$ cat src/rtl/fetch_pkg.sv
// Shared definitions for the instruction fetch stage.
package fetch_pkg;

  localparam int unsigned XLEN       = 32;
  localparam int unsigned INST_BYTES = 4;

  localparam logic [XLEN-1:0] RESET_PC_DEFAULT = 32'h0000_0000;

  // Fetch sequencer states
  localparam logic [1:0] ST_IDLE = 2'd0;
  localparam logic [1:0] ST_REQ  = 2'd1;
  localparam logic [1:0] ST_DROP = 2'd2;

  // One buffered instruction together with the address it was fetched from
  typedef struct packed {
    logic [XLEN-1:0] inst;
    logic [XLEN-1:0] pc;
  } fetch_entry_t;

  // Clear the byte-offset bits so every fetch address is word aligned
  function automatic logic [XLEN-1:0] word_align(input logic [XLEN-1:0] a);
    return a & ~XLEN'(INST_BYTES - 1);
  endfunction

endpackage

$ cat src/rtl/fetch_unit_if.sv
// Fetch-stage bus: instruction memory req/ack, datapath valid/ready, redirect.
interface fetch_unit_if;
  import fetch_pkg::*;

  logic            redirect;
  logic [XLEN-1:0] redirect_pc;
  logic            imem_req;
  logic [XLEN-1:0] imem_addr;
  logic            imem_ack;
  logic [XLEN-1:0] imem_rdata;
  logic            inst_valid;
  logic            inst_ready;
  logic [XLEN-1:0] inst;
  logic [XLEN-1:0] inst_pc;
  logic [XLEN-1:0] inst_pc4;

  // Fetch unit side
  modport master (
    input  redirect, redirect_pc, imem_ack, imem_rdata, inst_ready,
    output imem_req, imem_addr, inst_valid, inst, inst_pc, inst_pc4
  );

  // Memory + datapath side
  modport slave (
    output redirect, redirect_pc, imem_ack, imem_rdata, inst_ready,
    input  imem_req, imem_addr, inst_valid, inst, inst_pc, inst_pc4
  );

endinterface

$ cat src/rtl/fetch_fifo.sv
// Small synchronous FIFO of {inst, pc}; flush wins over push and pop.
module fetch_fifo
  import fetch_pkg::*;
#(
  parameter int unsigned DEPTH = 4
) (
  input  logic                     clk,
  input  logic                     rst,
  input  logic                     push,
  input  logic                     pop,
  input  logic                     flush,
  input  fetch_entry_t             wdata,
  output fetch_entry_t             head,
  output logic [$clog2(DEPTH):0]   count
);

  localparam int unsigned AW = $clog2(DEPTH);
  localparam int unsigned CW = AW + 1;

  fetch_entry_t   mem [DEPTH];
  logic [AW-1:0]  rd_ptr;
  logic [AW-1:0]  wr_ptr;

  // Pointer/count bookkeeping and storage writes; storage is only cleared by reset
  always_ff @(posedge clk) begin
    if (rst) begin
      rd_ptr <= '0;
      wr_ptr <= '0;
      count  <= '0;
      mem    <= '{default: '0};
    end else if (flush) begin
      rd_ptr <= '0;
      wr_ptr <= '0;
      count  <= '0;
    end else begin
      if (push) begin
        mem[wr_ptr] <= wdata;
        wr_ptr      <= wr_ptr + 1'b1;
      end
      if (pop) begin
        rd_ptr <= rd_ptr + 1'b1;
      end
      count <= count + CW'(push) - CW'(pop);
    end
  end

  assign head = mem[rd_ptr];

endmodule

$ cat src/rtl/fetch_unit.sv
// Instruction fetch stage: PC owner, single-outstanding imem requester, inst buffer.
module fetch_unit
  import fetch_pkg::*;
#(
  parameter int unsigned     DEPTH    = 4,
  parameter logic [XLEN-1:0] RESET_PC = RESET_PC_DEFAULT
) (
  input  logic          clk,
  input  logic          rst,
  fetch_unit_if.master  bus
);

  localparam int unsigned CW = $clog2(DEPTH) + 1;

  logic [1:0]      state;
  logic [XLEN-1:0] fpc;
  logic [XLEN-1:0] addr_q;
  logic [XLEN-1:0] rpc;
  logic [CW-1:0]   count;
  logic [CW-1:0]   cnt_next;
  logic            pop;
  logic            acc;
  logic            room;
  fetch_entry_t    wdata;
  fetch_entry_t    head;

  assign rpc      = word_align(bus.redirect_pc);
  assign pop      = (count != '0) && bus.inst_ready;
  // Data is accepted only for a live request that is not being redirected away
  assign acc      = (state == ST_REQ) && bus.imem_ack && !bus.redirect;
  assign cnt_next = count + CW'(acc) - CW'(pop);
  assign room     = cnt_next < CW'(DEPTH);
  assign wdata    = '{inst: bus.imem_rdata, pc: addr_q};

  fetch_fifo #(.DEPTH(DEPTH)) u_fifo (
    .clk   (clk),
    .rst   (rst),
    .push  (acc),
    .pop   (pop),
    .flush (bus.redirect),
    .wdata (wdata),
    .head  (head),
    .count (count)
  );

  // Fetch sequencer: request issue, redirect handling and PC advance
  always_ff @(posedge clk) begin
    if (rst) begin
      state  <= ST_IDLE;
      fpc    <= RESET_PC;
      addr_q <= RESET_PC;
    end else begin
      case (state)
        ST_IDLE: begin
          if (bus.redirect) begin
            fpc    <= rpc;
            addr_q <= rpc;
            state  <= ST_REQ;
          end else if (room) begin
            addr_q <= fpc;
            state  <= ST_REQ;
          end
        end
        ST_REQ: begin
          if (bus.redirect) begin
            fpc <= rpc;
            if (bus.imem_ack) begin
              addr_q <= rpc;
            end else begin
              state <= ST_DROP;
            end
          end else if (bus.imem_ack) begin
            fpc <= addr_q + XLEN'(INST_BYTES);
            if (room) begin
              addr_q <= addr_q + XLEN'(INST_BYTES);
            end else begin
              state <= ST_IDLE;
            end
          end
        end
        ST_DROP: begin
          // The stale request stays on the bus; only the target PC tracks redirects
          if (bus.redirect) begin
            fpc <= rpc;
          end
          if (bus.imem_ack) begin
            addr_q <= bus.redirect ? rpc : fpc;
            state  <= ST_REQ;
          end
        end
        default: state <= ST_IDLE;
      endcase
    end
  end

  assign bus.imem_req   = (state == ST_REQ) || (state == ST_DROP);
  assign bus.imem_addr  = addr_q;
  assign bus.inst_valid = (count != '0);
  assign bus.inst       = head.inst;
  assign bus.inst_pc    = head.pc;
  assign bus.inst_pc4   = head.pc + XLEN'(INST_BYTES);

endmodule

$ cat src/flat_wrapper.sv
// flat-port wrapper written by rule: the top's interface ports become plain ports
module fetch_unit_flat import fetch_pkg::*;
#(
  parameter int unsigned     DEPTH    = 4,
  parameter logic [XLEN-1:0] RESET_PC = RESET_PC_DEFAULT
)
  (clk, rst, bus_redirect, bus_redirect_pc, bus_imem_ack, bus_imem_rdata, bus_inst_ready, bus_imem_req, bus_imem_addr, bus_inst_valid, bus_inst, bus_inst_pc, bus_inst_pc4);
  fetch_unit_if bus_i ();
  input  logic clk;
  input  logic rst;
  input wire logic [$bits(bus_i.redirect)-1:0] bus_redirect;
  input wire logic [$bits(bus_i.redirect_pc)-1:0] bus_redirect_pc;
  input wire logic [$bits(bus_i.imem_ack)-1:0] bus_imem_ack;
  input wire logic [$bits(bus_i.imem_rdata)-1:0] bus_imem_rdata;
  input wire logic [$bits(bus_i.inst_ready)-1:0] bus_inst_ready;
  output wire logic [$bits(bus_i.imem_req)-1:0] bus_imem_req;
  output wire logic [$bits(bus_i.imem_addr)-1:0] bus_imem_addr;
  output wire logic [$bits(bus_i.inst_valid)-1:0] bus_inst_valid;
  output wire logic [$bits(bus_i.inst)-1:0] bus_inst;
  output wire logic [$bits(bus_i.inst_pc)-1:0] bus_inst_pc;
  output wire logic [$bits(bus_i.inst_pc4)-1:0] bus_inst_pc4;
  assign bus_i.redirect = bus_redirect;
  assign bus_i.redirect_pc = bus_redirect_pc;
  assign bus_i.imem_ack = bus_imem_ack;
  assign bus_i.imem_rdata = bus_imem_rdata;
  assign bus_i.inst_ready = bus_inst_ready;
  assign bus_imem_req = bus_i.imem_req;
  assign bus_imem_addr = bus_i.imem_addr;
  assign bus_inst_valid = bus_i.inst_valid;
  assign bus_inst = bus_i.inst;
  assign bus_inst_pc = bus_i.inst_pc;
  assign bus_inst_pc4 = bus_i.inst_pc4;
  fetch_unit #(.DEPTH(DEPTH), .RESET_PC(RESET_PC)) u_core (.clk(clk), .rst(rst), .bus(bus_i));
endmodule
$ cat config.mk
export PLATFORM = sky130hd
export DESIGN_NAME = fetch_unit_flat
export DESIGN_NICKNAME = d
export VERILOG_FILES = /design/src/rtl/fetch_pkg.sv /design/src/rtl/fetch_unit_if.sv /design/src/rtl/fetch_fifo.sv /design/src/rtl/fetch_unit.sv /design/src/flat_wrapper.sv
export SDC_FILE = /design/constraint.sdc
export NUM_CORES = 1
export LEC_CHECK = 0
export CAP_MARGIN = 20
export CORE_UTILIZATION = 45
export CTS_BUF_LIST = sky130_fd_sc_hd__clkbuf_16
export CTS_CLUSTER_DIAMETER = 50
export CTS_CLUSTER_SIZE = 20
export DETAILED_ROUTE_END_ITERATION = 10
export PLACE_DENSITY = 0.69
export SLEW_MARGIN = 20
export SYNTH_ARGS = -nofsm -noshare
export SYNTH_HDL_FRONTEND = slang
export SYNTH_SLANG_ARGS = --single-unit
$ cat constraint.sdc
create_clock -name clk -period 7.55 [get_ports clk]
set_clock_uncertainty 0.1 [all_clocks]
set_input_delay 1.51 -clock clk [delete_from_list [all_inputs] [get_ports clk]]
set_output_delay 1.51 -clock clk [all_outputs]
set_load 0.005 [all_outputs]
-- Word level (Yosys, flattened, before mapping)
Index checks and enable logic that the tools add are counted.
- bits in registers: 329
- bits of input ports: 69
- output and inout port bits: 130
- logic and storage cells: 78
- add/sub/neg operators: 6
- order comparisons: 4
- equal/unequal tests: 9
- mux-type cells: 26
- bitwise logic cells: 3
- reductions and logical operators: 16
- operators with widths (operator ; count):
    $mux 32 ; 10
    $bwmux 256 ; 1
    $mux 64 ; 3
    $bmux 64 s2 ; 1
    $demux 64 s2 ; 1
    $pmux 32 s3 ; 1
    $add 32x3->32 const B ; 2
    $pmux 32 s2 ; 1
    $mux 2 ; 7
    $reduce_and 5->1 ; 2
    $ne 3x3->1 const B ; 3
    $ge 3x3->1 const B ; 2
    $ne 3x2->1 const B ; 2
    $not 2->3 ; 2
    $pmux 2 s3 ; 1
    $reduce_bool 3->1 ; 2
    $add 2x1->2 const B ; 2
    $logic_and 1x1->1 ; 4
    $ne 2x2->1 const B ; 2
    $reduce_and 2->1 ; 2
    $reduce_or 2->1 ; 2
    $add 3x1->3 ; 1
    $lt 3x1->1 const B ; 1
    $lt 3x3->1 const B ; 1
    8 further kinds ; 8

-- Depth between registers and ports, before layout
Gate-level depths: netlist of run 1.
- word-level depth: 10
- mapped depth: 19
- mapped depth without buffers: 14

-- Hierarchy
A second synthesis of run 1 with hierarchy kept.
- cells, all modules: 1681
- area, all modules: 16901.2 µm²
- by module, submodules not included (module ; times used ; cells an instance ; area each (µm²) ; seq. area each (µm²)):
    fetch_fifo ; 1 ; 1020 ; 12014.0 ; 5265.0
    fetch_unit ; 1 ; 661 ; 4887.2 ; 1321.3

-- Worst setup path before layout of run 1
No wires, ideal clock.
- path type: input to register
- from: input bus_redirect
- to: register u_core.addr_q[18], in the netlist u_core.bus.imem_addr[18]
- library setup time: 0.070 ns
- arrival: 4.491 ns
- required time: 7.380 ns
- path slack: 2.888 ns
- stages on the path: 14
- path buffers: 4
- path through: clkbuf_1 -> nor2_1 -> buf_2 -> buf_1 -> nand2_1 -> ha_1 -> inv_1 -> ha_1 -> fa_1 -> xnor2_1 -> o221a_2 -> clkbuf_1 -> o2111ai_1 -> a21oi_1
- longest elaborated chain between the ends: 7
- elaborated cells on any way between the ends: 13
- those cells by class: add/sub (2); order compare (1); eq/ne (2); mux (5); reduce/logical (3)
- RTL lines (item ; line ; source):
    from (decl) ; flat_wrapper.sv:11 ; input wire logic [$bits(bus_i.redirect)-1:0] bus_redirect;
    $logic_not 1->1 ; fetch_unit.sv:30 ; assign acc = (state == ST_REQ) && bus.imem_ack && !bus.redirect;
    $logic_and 1x1->1 ; fetch_unit.sv:30 ;
    $add 3x1->3 ; fetch_unit.sv:31 ; assign cnt_next = count + CW'(acc) - CW'(pop);
    $sub 3x1->3 ; fetch_unit.sv:31 ;
    $lt 3x3->1 ; fetch_unit.sv:32 ; assign room = cnt_next < CW'(DEPTH);
    $ne 3x2->1 (no line) ; -- ;
    $reduce_and 5->1 (no line) ; -- ;
    to (signal assigned) ; fetch_unit.sv:57 ; addr_q <= rpc;
    to (signal assigned) ; fetch_unit.sv:60 ; addr_q <= fpc;
    to (signal assigned) ; fetch_unit.sv:68 ; addr_q <= rpc;
    to (decl) ; fetch_unit.sv:17 ; logic [XLEN-1:0] addr_q;
Several ways; a longest one is shown, not always the timed one. The select of a mux whose other input is x is not followed.
A chain may end at the register's enable or synchronous reset.

-- Worst setup path in the final report of run 1
- from: register u_core.u_fifo.rd_ptr[0]
- to: output bus_inst_pc4[31]
- longest elaborated chain between the ends: 5
- RTL lines (item ; line ; source):
    from (decl) ; fetch_fifo.sv:21 ; logic [AW-1:0] rd_ptr;
    from (signal assigned) ; fetch_fifo.sv:41 ; rd_ptr <= rd_ptr + 1'b1;
    $not 2->3 (implied by the code) ; fetch_fifo.sv:47 ; assign head = mem[rd_ptr];
    $bmux 64 s2 ; fetch_fifo.sv:47 ;
    $mux 64 (implied by the code) (2 in a row) ; fetch_fifo.sv:47 ;
    $add 32x3->32 ; fetch_unit.sv:101 ; assign bus.inst_pc4 = head.pc + XLEN'(INST_BYTES);
    to (decl) ; flat_wrapper.sv:21 ; output wire logic [$bits(bus_i.inst_pc4)-1:0] bus_inst_pc4;
No other way between the ends. The select of a mux whose other input is x is not followed.

==> flow_summary.yaml, run 1 <==
status:
  status: "finished, final reports clean"
synthesis:
  synth-seq-cells: 329
  synth_edf_count: 0
  synth_compound_area_share_pct: 15.6
  synth_top_family_by_area: "simple AND/OR/NAND/NOR gates"
  synth_area_leader_cell: "dfxtp_1"
  postSynthAreaPerCell_sq_um: 8.21
  synthSimpleGateAreaFrac_pct: 22.2
  yosys.area_share.adder_pct: 1.10
  netlist_area_sq_um: 15500
  synth-seq-area-share_pct: 42.6
  synthFlopType: "dfxtp_1"
  syn-num-nets: 1967
  async_flop_share_pct: 0
  synth.area.mux_share_pct: 10.0
  synthTopCellsByArea: "dfxtp_1 43%, nand2_1 14%, a21oi_1 9.6%"
  synth_xor_area_share_pct: 3.40
  netlist_instances: 1885
  synth_top_area_share_pct: 42.6
  synth-warning-count: 0
  synthDistinctLibCells: 72
floorplanning:
  die_y_um: 187
  io_pins: 199
  rows: 67
  start_util_pct: 45.9
  die_x_um: 187
  core_sq_um: 33700
  dieArea_sq_um: 35100
critical_path:
  startpoint_type: "flip-flop"
  crit_type: "reg -> out"
  cp.arrival_ns: 3.67
  max_stage_delay_ns: 0.86
  critPathBufInv: 2
  crit_path_end_kind: "primary output"
  slowest_stage: "dfxtp_2"
  worstPathMaxFanout: 38
  path_cells: "buf_4 > mux4_2 > nand2_1 > nor2_1 > and3_4 > nand4_2 > xnor2_1 > clkdlybuf4s50_1"
  cp_top_family: "buffers and inverters"
  cp.required_ns: 5.94
power:
  p_leak_uw: 0.00614
  total_power_uw: 4320
  p_per_area_nw_per_um2: 233
  ir_drop_mv: 0.133
global_route:
  grt_pass1_vias: 13300
  grt_pass1_wl_um: 71200
  antenna_found_initial: 2
  grt_max_degree: 174
  grt-ovfl-total: 0
  grt.total_usage_pct: 25.0
drt:
  dr.pass1.iters: 5
  vias_per_cell: 5.69
  drcViolationCount: 0
  first_iter_violations: 1127
  wire_per_inst_um: 18.4
  ant_nets: 0
  vias: 13900
  drt_wl_total_um: 44900
timing:
  fmax_mhz: 189
  finalSetupViolations: 0
  relSlewSlack_pct: 28.8
  post-route-period-util_pct: 70.0
  rsz0062_at_grt: "false"
  finalCriticalPeriod_ns: 5.28
  final.setup.tns_ns: 0
  finalHoldViolCount: 0
  drv_slew: 0
  tightest_slew_ns: 1.07
clock_network:
  clk_pin_slew_ns: 0.06
  tritoncts: "done"
  clock-root-buffer: "clkbuf_16"
  cts_buffer_depth: 3
  cts_buffers: 34
  cts_sinks: 329
  cts_resized: 0
  holdBufCountCts: 0
  post_cts.repair.setup_buffers: 0
  clk-insertion-delay-late_ns: 0.51
  h-tree-depth: 2
cells_and_area:
  area_delta_synth_final_pct: 19.9
  final_core_util_pct: 55.1
  final_common_cell: "nand2_1"
  final_nets: 2048
  final_cell_mix: "580 x nand2_1, 327 x dfxtp_1, 297 x a21oi_1"
  drive_above_1_share_pct: 8.35
  regArea_sq_um: 6590
  multi_input_area_sq_um: 8140
  fill_cells: 3101
  finalNonFillerCells: 2436
placement:
  dp.cells: 2378
  io_buffer_count: 196
  place.gp.congestion: 0.817
  hpwlAfterDp_um: 26900
job:
  drv_cap: 0
min_path:
  hold_class: "reg -> reg"
-- where the power goes --
group / internal [uW] / switching (uW)
sequential: 1810 / 154
combinational: 300 / 390
clock: 934 / 726
-- Yosys cell counts (12+ instances only) --
| cell type | n |
|---|---|
| nand2_1 | 580 |
| dfxtp_1 | 329 |
| a21oi_1 | 297 |
| clkbuf_1 | 110 |
| nor2_1 | 88 |
| mux4_2 | 56 |
| xnor2_1 | 45 |
| o21ai_0 | 29 |
| nand3_1 | 28 |
| buf_2 | 27 |
| inv_1 | 24 |
| buf_1 | 21 |
| nor3_1 | 21 |
| a211oi_1 | 17 |
| and3_1 | 16 |
| xor2_1 | 15 |
| o211ai_1 | 14 |
| ha_1 | 12 |
| nand4_1 | 12 |
-- worst register-to-register path: stages, from the launching register on --
cell and delay, ns:
dfxtp_1 0.34, inv_1 0.09, ha_1 0.15, buf_4 0.43, inv_1 0.36, nor2_1 0.16
buf_4 0.31, nand2_1 0.16, ha_1 0.34, inv_1 0.04, ha_1 0.18, fa_1 0.37
xnor2_1 0.42, o221a_2 0.84, o21ai_0 0.22, a22oi_1 0.23, nor2_1 0.06
-- through the flow --
step,hold WS [ns],worst slack (ns),instance area (sq um)
final,0.350,2.27,18600
after global routing,0.368,2.02,18600
after global placement,0.336,2.02,17500
after floorplan,0.328,2.89,15500
after CTS,0.352,2.22,18600
after detailed placement,0.344,1.93,17500
-- metal layers --
metal  wire length, um  up-vias  global-route usage (%)
li1                  -     6606                       -
met1             18900     6636                    33.3
met2             21500      543                    41.7
met3              3320       80                    3.88
met4              1190        2                    7.97
met5                17        -                       0
-- cell families after synthesis --
| logic type | count (synthesis) |
|---|---|
| and+or+nand+nor | 799 |
| AOI/OAI and AO/OA | 421 |
| DFF | 329 |
| buffers and inverters | 191 |
| muxes | 72 |
| xor gates and xnor gates | 60 |
| adders and majority gates | 13 |
-- area by class of cell --
cell class              count  area share [%]
clock buffers              35            4.72
inverters                  24           0.485
multi-input cells        1365            43.8
diodes                      1          0.0135
flip-flops and latches    329            35.5
clock inverters            22            1.21
repair buffers            212            11.2
well taps                 448            3.02
-- final timing paths --
check / startpoint / endpoint / slack, ns / cells past startpoint
max: u_core.u_fifo.rd_ptr[0] / bus_inst_pc4[31] / 2.27 / 8
min: u_core.u_fifo.mem[205] / u_core.u_fifo.mem[205] / 0.35 / 2
max reg2reg: u_core.state[1] / u_core.bus.imem_addr[11] / 2.61 / 16
min reg2reg: u_core.u_fifo.mem[205] / u_core.u_fifo.mem[205] / 0.35 / 2
-- flip-flops by register name, summed over array words and instances (netlist names) --
name,flops
u_core.u_fifo.rd_ptr,2
u_core.u_fifo.mem,256
u_core.state,2
u_core.u_fifo.count,3
u_core.fpc,32
u_core.u_fifo.wr_ptr,2
u_core.bus.imem_addr,32
No activity file was read; power rests on OpenSTA's default activity.
==> inputs of run 2 (changes only) <==
- PLACE_DENSITY: 0.69 -> 0.72
- clock period: 7.55 -> 4.74 ns (I/O delays scaled with it)
==> flow_summary.yaml, run 2 (synthesis results as in run 1) <==
critical_path:
  crit_type: "reg -> out"
  cp.required_ns: 3.69
  worstPathMaxFanout: 39
  startpoint_type: "flip-flop"
  rr_startpoint: "u_core.state[1]"
  reg2reg_depth: 15
  cp.arrival_ns: 3.33
  reg2reg_slack_ns: 1.13
  rr_endpoint: "u_core.bus.imem_addr[9]"
  crit_path_end_kind: "primary output"
clock_network:
  tritoncts: "done"
  cts_sinks: 329
  clock-root-buffer: "clkbuf_16"
  cts_buffers: 31
  clk_pin_slew_ns: 0.07
  cts_buffer_depth: 3
  h-tree-depth: 1
  clk-insertion-delay-late_ns: 0.57
  cts_resized: 0
cells_and_area:
  fill_cells: 3011
  drive_above_1_share_pct: 9.18
  regMostFlops: "u_core.u_fifo.mem"
  final_core_util_pct: 55.7
  largest_reg_flops: 256
  finalNonFillerCells: 2453
  regArea_sq_um: 6590
  multi_input_area_sq_um: 8120
  final_nets: 2062
  final_common_cell: "nand2_1"
  final_cell_mix: "580 x nand2_1, 327 x dfxtp_1, 297 x a21oi_1"
  area_delta_synth_final_pct: 21.3
min_path:
  worstHoldPathCells: 2
  hold-path-endpoint: "u_core.fpc[6]"
  hold_class: "reg -> reg"
  hp-start: "u_core.fpc[6]"
global_route:
  grt.total_usage_pct: 25.1
  grt-ovfl-total: 0
  antenna_found_initial: 2
  grt_max_degree: 113
  grt_pass1_vias: 13500
  grt_pass1_wl_um: 72000
drt:
  drt_wl_total_um: 45200
  ant_nets: 0
  drcViolationCount: 0
  first_iter_violations: 1454
  vias: 13900
  dr.pass1.iters: 6
  vias_per_cell: 5.67
  wire_per_inst_um: 18.4
power:
  p_leak_uw: 0.00625
  total_power_uw: 6920
  ir_drop_mv: 0.326
  p_per_area_nw_per_um2: 369
floorplanning:
  io_pins: 199
  die_x_um: 187
  start_util_pct: 45.9
  rows: 67
  core_sq_um: 33700
  dieArea_sq_um: 35100
  die_y_um: 187
timing:
  finalHoldViolCount: 0
  rsz0062_at_grt: "false"
  tightest_slew_ns: 1.09
  final.setup.tns_ns: 0
  relSlewSlack_pct: 26.6
  drv_slew: 0
  finalCriticalPeriod_ns: 4.38
  fmax_mhz: 228
  hold_ws_ns: 0.352
  finalSetupViolations: 0
  post-route-period-util_pct: 92.4
placement:
  place.gp.congestion: 0.837
  hpwlAfterDp_um: 28300
  io_buffer_count: 196
  dp.cells: 2394
status:
  status: "finished, final reports clean"
job:
  drv_cap: 0
-- run 2: changes by cell type in the layout (fill, tap and decap cells not counted), moves of 3 or more --
cell       before  now
buf_4          16   27
buf_12          0    5
and3_2          0    4
and3_4          7    3
clkbuf_16      35   31
clkinv_8        1    4
-- run 2: area by class of cell --
cell class / instances / share of cell area, %
clock buffers: 31 / 4.13
multi-input cells: 1365 / 43.3
diodes: 1 / 0.0133
inverters: 24 / 0.480
clock inverters: 26 / 1.79
flip-flops and latches: 329 / 35.1
repair buffers: 229 / 12.2
well taps: 448 / 2.99
-- run 2: through the flow --
stage	cell area, sq um	worst slack (ns)
after global placement	17600	0.618
after floorplan	15500	0.640
after global routing	18800	0.191
after CTS	18700	0.159
after detailed placement	17600	0.582
final	18800	0.358
-- run 2: layer usage --
metal | track usage, % | part of all wire (%) | up-vias | routed length [um]
met2 | 43.1 | 49 | 583 | 22100
li1 | - | - | 6642 | -
met3 | 3.21 | 7.4 | 81 | 3330
met1 | 32.9 | 42 | 6605 | 18800
met4 | 7.63 | 2.3 | 2 | 1020
met5 | 0 | 0.038 | - | 17
-- run 2: what timing repair did --
| action | CTS | global route |
|---|---|---|
| buffers inserted | 0 | 1 |
| endpoints found under the setup margin | 0 | 1 |
| hold buffers | 0 | 0 |
-- run 2: worst max path at each step --
stage                                           to                     from  slack (ns)  depth (start not counted)
after CTS                         bus_inst_pc4[30]  u_core.u_fifo.rd_ptr[1]        0.16                          7
after global placement     u_core.bus.imem_addr[9]           bus_inst_ready        0.62                         12
final                             bus_inst_pc4[30]  u_core.u_fifo.rd_ptr[0]        0.36                          6
after detailed placement   u_core.bus.imem_addr[9]             bus_imem_ack        0.58                         12
after floorplan           u_core.bus.imem_addr[18]             bus_redirect        0.64                         14
after global routing              bus_inst_pc4[18]  u_core.u_fifo.rd_ptr[1]        0.19                          8
-- run 2: worst max-delay path, cell delays in order, from the launching register on --
cell and delay (ns):
dfxtp_2 0.58, buf_4 0.34, buf_4 0.58, mux4_2 0.49
nand3_1 0.12, xnor2_1 0.12, clkdlybuf4s50_1 0.53
-- run 2: power by group --
part / internal (uW) / total [uW] / switching [uW]
Combinational: 493 / 1110 / 618
Clock: 1470 / 2690 / 1220
Sequential: 2890 / 3130 / 238
